<file path="src/rtl/tt_um_pwm_top.sv">
// ---------------------------------------------------------------------------
// tt_um_pwm_top
// 8-bit PWM generator with a 3-bit power-of-two prescaler, a duty shadow
// register reloaded once per period, and a period-start pulse.
//
// Ports
//   clk      in   system clock, all state changes on the rising edge
//   rst_n    in   synchronous reset, ACTIVE-HIGH despite the name
//   ena      in   design enable (0 holds prescaler, counter and duty)
//   ui_in    in   [7:0] requested duty D, sampled only at period wrap
//   uio_in   in   [2:0] prescaler select P, [3] invert, [4] run
//   uo_out   out  [0] PWM, [1] complementary PWM, [2] period-start pulse,
//                 [7:3] cnt[7:3]
//   uio_out  out  constant 0
//   uio_oe   out  constant 0 (all uio pins are inputs)
//
// Build option
//   PWM_COMPL_EN  defined: uo_out[1] = ~uo_out[0]; undefined: uo_out[1] = 0
// ---------------------------------------------------------------------------
module tt_um_pwm_top (
    input  logic       clk,
    input  logic       rst_n,
    input  logic       ena,
    input  logic [7:0] ui_in,
    input  logic [7:0] uio_in,
    output logic [7:0] uo_out,
    output logic [7:0] uio_out,
    output logic [7:0] uio_oe
);

    logic [7:0] pc;
    logic [7:0] cnt;
    logic [7:0] dsh;
    logic       pulse;

    logic       active;
    logic [7:0] pc_max;
    logic       tick;
    logic       wrap;
    logic       pwm;
    logic       pwm_c;
    logic       unused_bits;

    assign active = ena & uio_in[4];

    // 2^P - 1 as a low-order mask; equality (not >=) lets a prescaler that
    // is already past the new limit run on through 255 -> 0 before ticking.
    assign pc_max = ~(8'hFF << uio_in[2:0]);
    assign tick   = active & (pc == pc_max);
    assign wrap   = tick & (cnt == 8'hFF);

    always_ff @(posedge clk) begin
        if (rst_n) begin
            pc    <= '0;
            cnt   <= '0;
            dsh   <= '0;
            pulse <= 1'b0;
        end else begin
            pulse <= wrap;
            if (active) begin
                pc <= tick ? '0 : pc + 8'd1;
                if (tick) begin
                    cnt <= cnt + 8'd1;
                end
                if (wrap) begin
                    dsh <= ui_in;
                end
            end
        end
    end

    assign pwm = (cnt < dsh) ^ uio_in[3];

`ifdef PWM_COMPL_EN
    assign pwm_c = ~pwm;
`else
    assign pwm_c = 1'b0;
`endif

    always_comb begin
        uo_out      = '0;
        uo_out[0]   = pwm;
        uo_out[1]   = pwm_c;
        uo_out[2]   = pulse;
        uo_out[7:3] = cnt[7:3];
    end

    assign uio_out     = '0;
    assign uio_oe      = '0;
    assign unused_bits = &{1'b0, uio_in[7:5]};

endmodule

</file>
<file path="config.mk">
export PLATFORM = sky130hd
export DESIGN_NAME = tt_um_pwm_top
export DESIGN_NICKNAME = d
export VERILOG_FILES = /design/src/rtl/tt_um_pwm_top.sv
export SDC_FILE = /design/constraint.sdc
export NUM_CORES = 1
export LEC_CHECK = 0
export CORE_MARGIN = 2
export CORE_UTILIZATION = 48
export CTS_CLUSTER_SIZE = 28
export DETAILED_ROUTE_END_ITERATION = 8
export HOLD_SLACK_MARGIN = 0.15
export PLACE_DENSITY = 0.85
export SLEW_MARGIN = 30
export SYNTH_ARGS = -nofsm -noshare
export SYNTH_HDL_FRONTEND = slang
export SYNTH_SLANG_ARGS = --single-unit
</file>
<file path="constraint.sdc">
create_clock -name clk -period 2.9 [get_ports clk]
set_clock_uncertainty 0.2 [all_clocks]
set_input_delay 0.29 -clock clk [delete_from_list [all_inputs] [get_ports clk]]
set_output_delay 0.29 -clock clk [all_outputs]
set_load 0.03 [all_outputs]
</file>
# Word-level counts from Yosys, hierarchy flattened

Cells that the tools add are included.

Add/subtract/negate cells: 2
Magnitude comparators: 1
Equal/unequal tests: 2
Shift operators: 1
Muxes and demuxes: 1
Bitwise operators: 5
Reductions and logical operators: 2

Operators by type and width:

| cell                                             | count |
|---|---|
| adder 8 x 1 -> 8 bit (second input constant)     | 2 |
| == test 8 bit                                    | 1 |
| == test 8 bit (second input constant)            | 1 |
| < comparator 8 bit                               | 1 |
| 2-to-1 mux 8 bit                                 | 1 |
| inverter 8 bit                                   | 1 |
| left shift 8 x 3 -> 8 bit (first input constant) | 1 |
| AND reduction 2 bit                              | 2 |
| bitwise AND 1 bit                                | 3 |
| bitwise XOR 1 bit                                | 1 |

Register bits after elaboration: 25
Output and inout bits: 24
Logic and storage cells: 18

# Logic depth before layout (Yosys ltp)

Word-level depth: 6
Mapped depth: 8

# Least setup slack after synthesis

No wires, ideal clock.

Kind: register to register
From: register pc[6]
To: register cnt[6]
Setup time: 0.071 ns
Arrival: 1.920 ns
Required time: 2.629 ns
Slack: 0.709 ns
Cell stages (with the launch flop): 7
Period minus slack after synthesis: 2.191 ns
Cell sequence: dfxtp_1 or4_4 mux2i_4 o22ai_2 buf_6 or4_1 a21oi_1

Longest elaborated chain between the ends: 3

RTL lines:

| item                                 | line | RTL |
|---|---|---|
| start, declared                      | 31   | `logic [7:0] pc;` |
| start signal, assigned               | 61   | `pc <= tick ? '0 : pc + 8'd1;` |
| == test 8 bit                        | 49   | `assign tick = active & (pc == pc_max);` |
| bitwise AND 1 bit                    | 49   |  |
| AND reduction 2 bit (no source line) | n/a  |  |
| end signal, assigned                 | 63   | `cnt <= cnt + 8'd1;` |
| end, declared                        | 32   | `logic [7:0] cnt;` |

No other way between the ends.
A chain may end at the register's enable or synchronous reset.

# Worst setup path in the final report

From: register cnt[5]
To: output uo_out[0]

Longest elaborated chain between the ends: 2

RTL lines:

| item               | line | RTL |
|---|---|---|
| < comparator 8 bit | 72   | `assign pwm = (cnt < dsh) ^ uio_in[3];` |
| bitwise XOR 1 bit  | 72   |  |
| end, declared      | 26   | `output logic [7:0] uo_out,` |

No other way between the ends.

==> metrics <==
final non-filler cell area=between 0.0015 and 0.002 mm2; Startpoint Class=register; most common cell after layout, fill and taps aside=dfxtp_1; first-pass GRT wire length=6200 um; CTS tree=done; Hold Path Class=register to register; clock share of power=26.1%; Vias/cell=roughly 5.8; crit-path cells=ha_1, a21o_1, a21o_1, a21oi_1, o31ai_1, xnor2_1, dlygate4sd2_1; Pleak=0.666 nW; Final Hold Viols=0; Clock Sinks=25; Die Span Y=roughly 64 um; initial antenna violation count=0; DR DRC count=0; Clock Latency Late Sink=0.32 ns; Post-DP Area=around 0.0019 mm2; asr flop ratio synth=0%; routability cong.=between 0.8 and 0.9; initial DRC count=between 100 and 150; HPWL after DPL=roughly 2800 um; die extent in x=64.4 um; layout cell share with drive strength beyond 1=9.59%; Worst-path clk slew=0.14 ns; Final Core Density=55.3%; Sw Ratio=around 28%; Worst-Margin Slew=between 0.7 and 0.8 ns; most frequent cells in the layout=25 x dfxtp_1, 21 x clkdlybuf4s50_1, 18 x a21oi_1; die area=slightly above 0.004 mm2; share of the synthesized area in the top cell type=between 20% and 30%; Pint=between 400 and 500 uW; via count=1537; Pwr Density=about 320 mW/mm2; post-CTS setup buffers=0; Cells after Synth=between 200 and 250; Comb pwr share=16.4%; Layout area overhead=8.01%; fmax=between 0.3 and 0.4 GHz; relative slew slack=between 40 and 50%; core area=0.00342 mm2; EDFF count, synth=0; post-route insts no fill=between 200 and 300; drt wl/cell=roughly 14 um; Critical-path top delay cell=dlygate4sd2_1; #FFs+latches synth=25; Initial Utilization=approximately 51%; Critical Path RT=2.41 ns; Seq/Total Area, Yosys=between 20% and 30%; largest net degree at the start of global routing=18; fin crit period=2.69 ns; Worst setup EP type=output pin; area leader, netlist=dfxtp_1; worst vdd ir=between 100 and 150 uV; status=complete, no violations; syn avg cell area=~8.5 um2; CTS HTree Levels=1; Port Buffers=22; Site Rows=21; crit-path max FO=5; CTS Buffer Depth=2; CP dominant cell by count=a21o_1; register share of total power=roughly 57%; Max-Cap Viols=0; Root Buffer=clkbuf_4; # diodes=0; GRT Util Overall=between 10% and 20%; yosys warns=0; most area-consuming cells after synthesis=dfxtp_1 29%, buf_4 10%, ha_1 6.4%; crit path DAT=~2.2 ns; antenna viol nets, final=0; Cell variety after synth=46; GRT Residual Overflow=0; final-report max-slew violation count=0; RSZ-0062 raised after global routing=false; DRT Pass-1 Iters=5; Placed Instances=around 260; routed wire length=~3800 um; Num CTS Buffers=3; Final Cycle Share=between 90 and 100%; Post-synth top flop=dfxtp_1; Critical Path Max Stage Delay=0.41 ns; number of global-route vias before repair=between 1k and 1.5k; final setup fails=0; Final #Nets=roughly 250; Ports=43; critical path type=register to output pin; Sw Pwr=between 150 and 200 uW; total negative slack=0 ns; area of the mapped netlist=~0.0017 mm2
[area by class of cell]
type                            count  area, um2
Timing Repair Buffer               26        249
Tap cell                           46       57.6
Sequential cell                    25        500
Clock buffer                        4       26.3
Inverter                           10       37.5
Multi-Input combinational cell    154       1020
Fill cell                         316       1530
[layer usage]
layer	track usage, %	vias up	share of wire [%]
met5	0	-	0
met4	6.91	0	1.4
met3	2.11	6	5.3
met2	33.5	54	51
met1	22.9	730	43
li1	-	747	-
[worst max-delay path, delay by kind of cell, from the launching register on]
family	cells	cell delay (ns)
buffers and inverters	1	0.41
adder cells (fa/ha/maj)	1	0.33
AO/OA/AOI/OAI	4	0.64
flip-flops	1	0.37
XOR/XNOR	1	0.14
[worst paths after layout]
path	from	endpoint	slack (ns)	depth (start not counted)
worst min-delay path	dsh[3]	dsh[3]	0.28	2
worst max-delay path	cnt[5]	uo_out[0]	0.21	7
worst min register to register	dsh[3]	dsh[3]	0.28	2
worst max register to register	pc[6]	cnt[5]	0.54	5
[stage by stage]
step                      worst slack [ns]  total power [mW]  hold WS, ns
after floorplan                      0.709             0.444        0.244
after global placement              0.0886             0.451        0.259
after detailed placement            0.0464             0.453        0.264
after CTS                            0.181             0.607        0.283
after global routing                0.0767             0.627        0.303
final                                0.212             0.605        0.280
[flip-flops by register name, summed over array words and instances (netlist names)]
register and count:
cnt 8, dsh 8, pc 8, pulse 1
[synth_stat cells (2+ instances only)]
library cell / count
a211oi_1: 2
a21o_1: 3
a21oi_1: 18
a31o_2: 3
and2_1: 3
and3_1: 5
and3_2: 2
buf_4: 24
buf_6: 3
clkbuf_1: 3
dfxtp_1: 25
ha_1: 9
inv_1: 10
nand2_1: 9
nand2b_1: 2
nand3_1: 3
nand3b_1: 2
nand4_1: 15
nor2_1: 7
nor3_1: 8
o21ai_0: 11
o31ai_1: 6
o32ai_1: 2
or2b_1: 2
or4_1: 4
xnor2_1: 3
xor2_1: 4
[cell families after synthesis]
family / after synthesis / synth area share [%]
other cells: 1 / 0.214
flops: 25 / 28.6
simple gates: 67 / 22.9
mux: 1 / 1.29
xor+xnor: 7 / 3.51
buf+inv: 44 / 16.9
fa+ha+maj: 9 / 6.44
compound gates: 53 / 20.2
[timing repair]
action,4_1_cts,5_1_grt
hold buffers,0,0
endpoints found under the setup margin,1,0
gates resized for setup,1,0
[power groups by stage]
stage	Clock [mW]	Combinational (mW)	Sequential (mW)
floorplan	0	0.0893	0.355
global placement	0	0.0957	0.355
detailed placement	0	0.0980	0.355
CTS	0.162	0.0976	0.348
global route	0.172	0.106	0.348
finish	0.158	0.0991	0.348
Note: power is estimated with default switching activity, not from simulation.
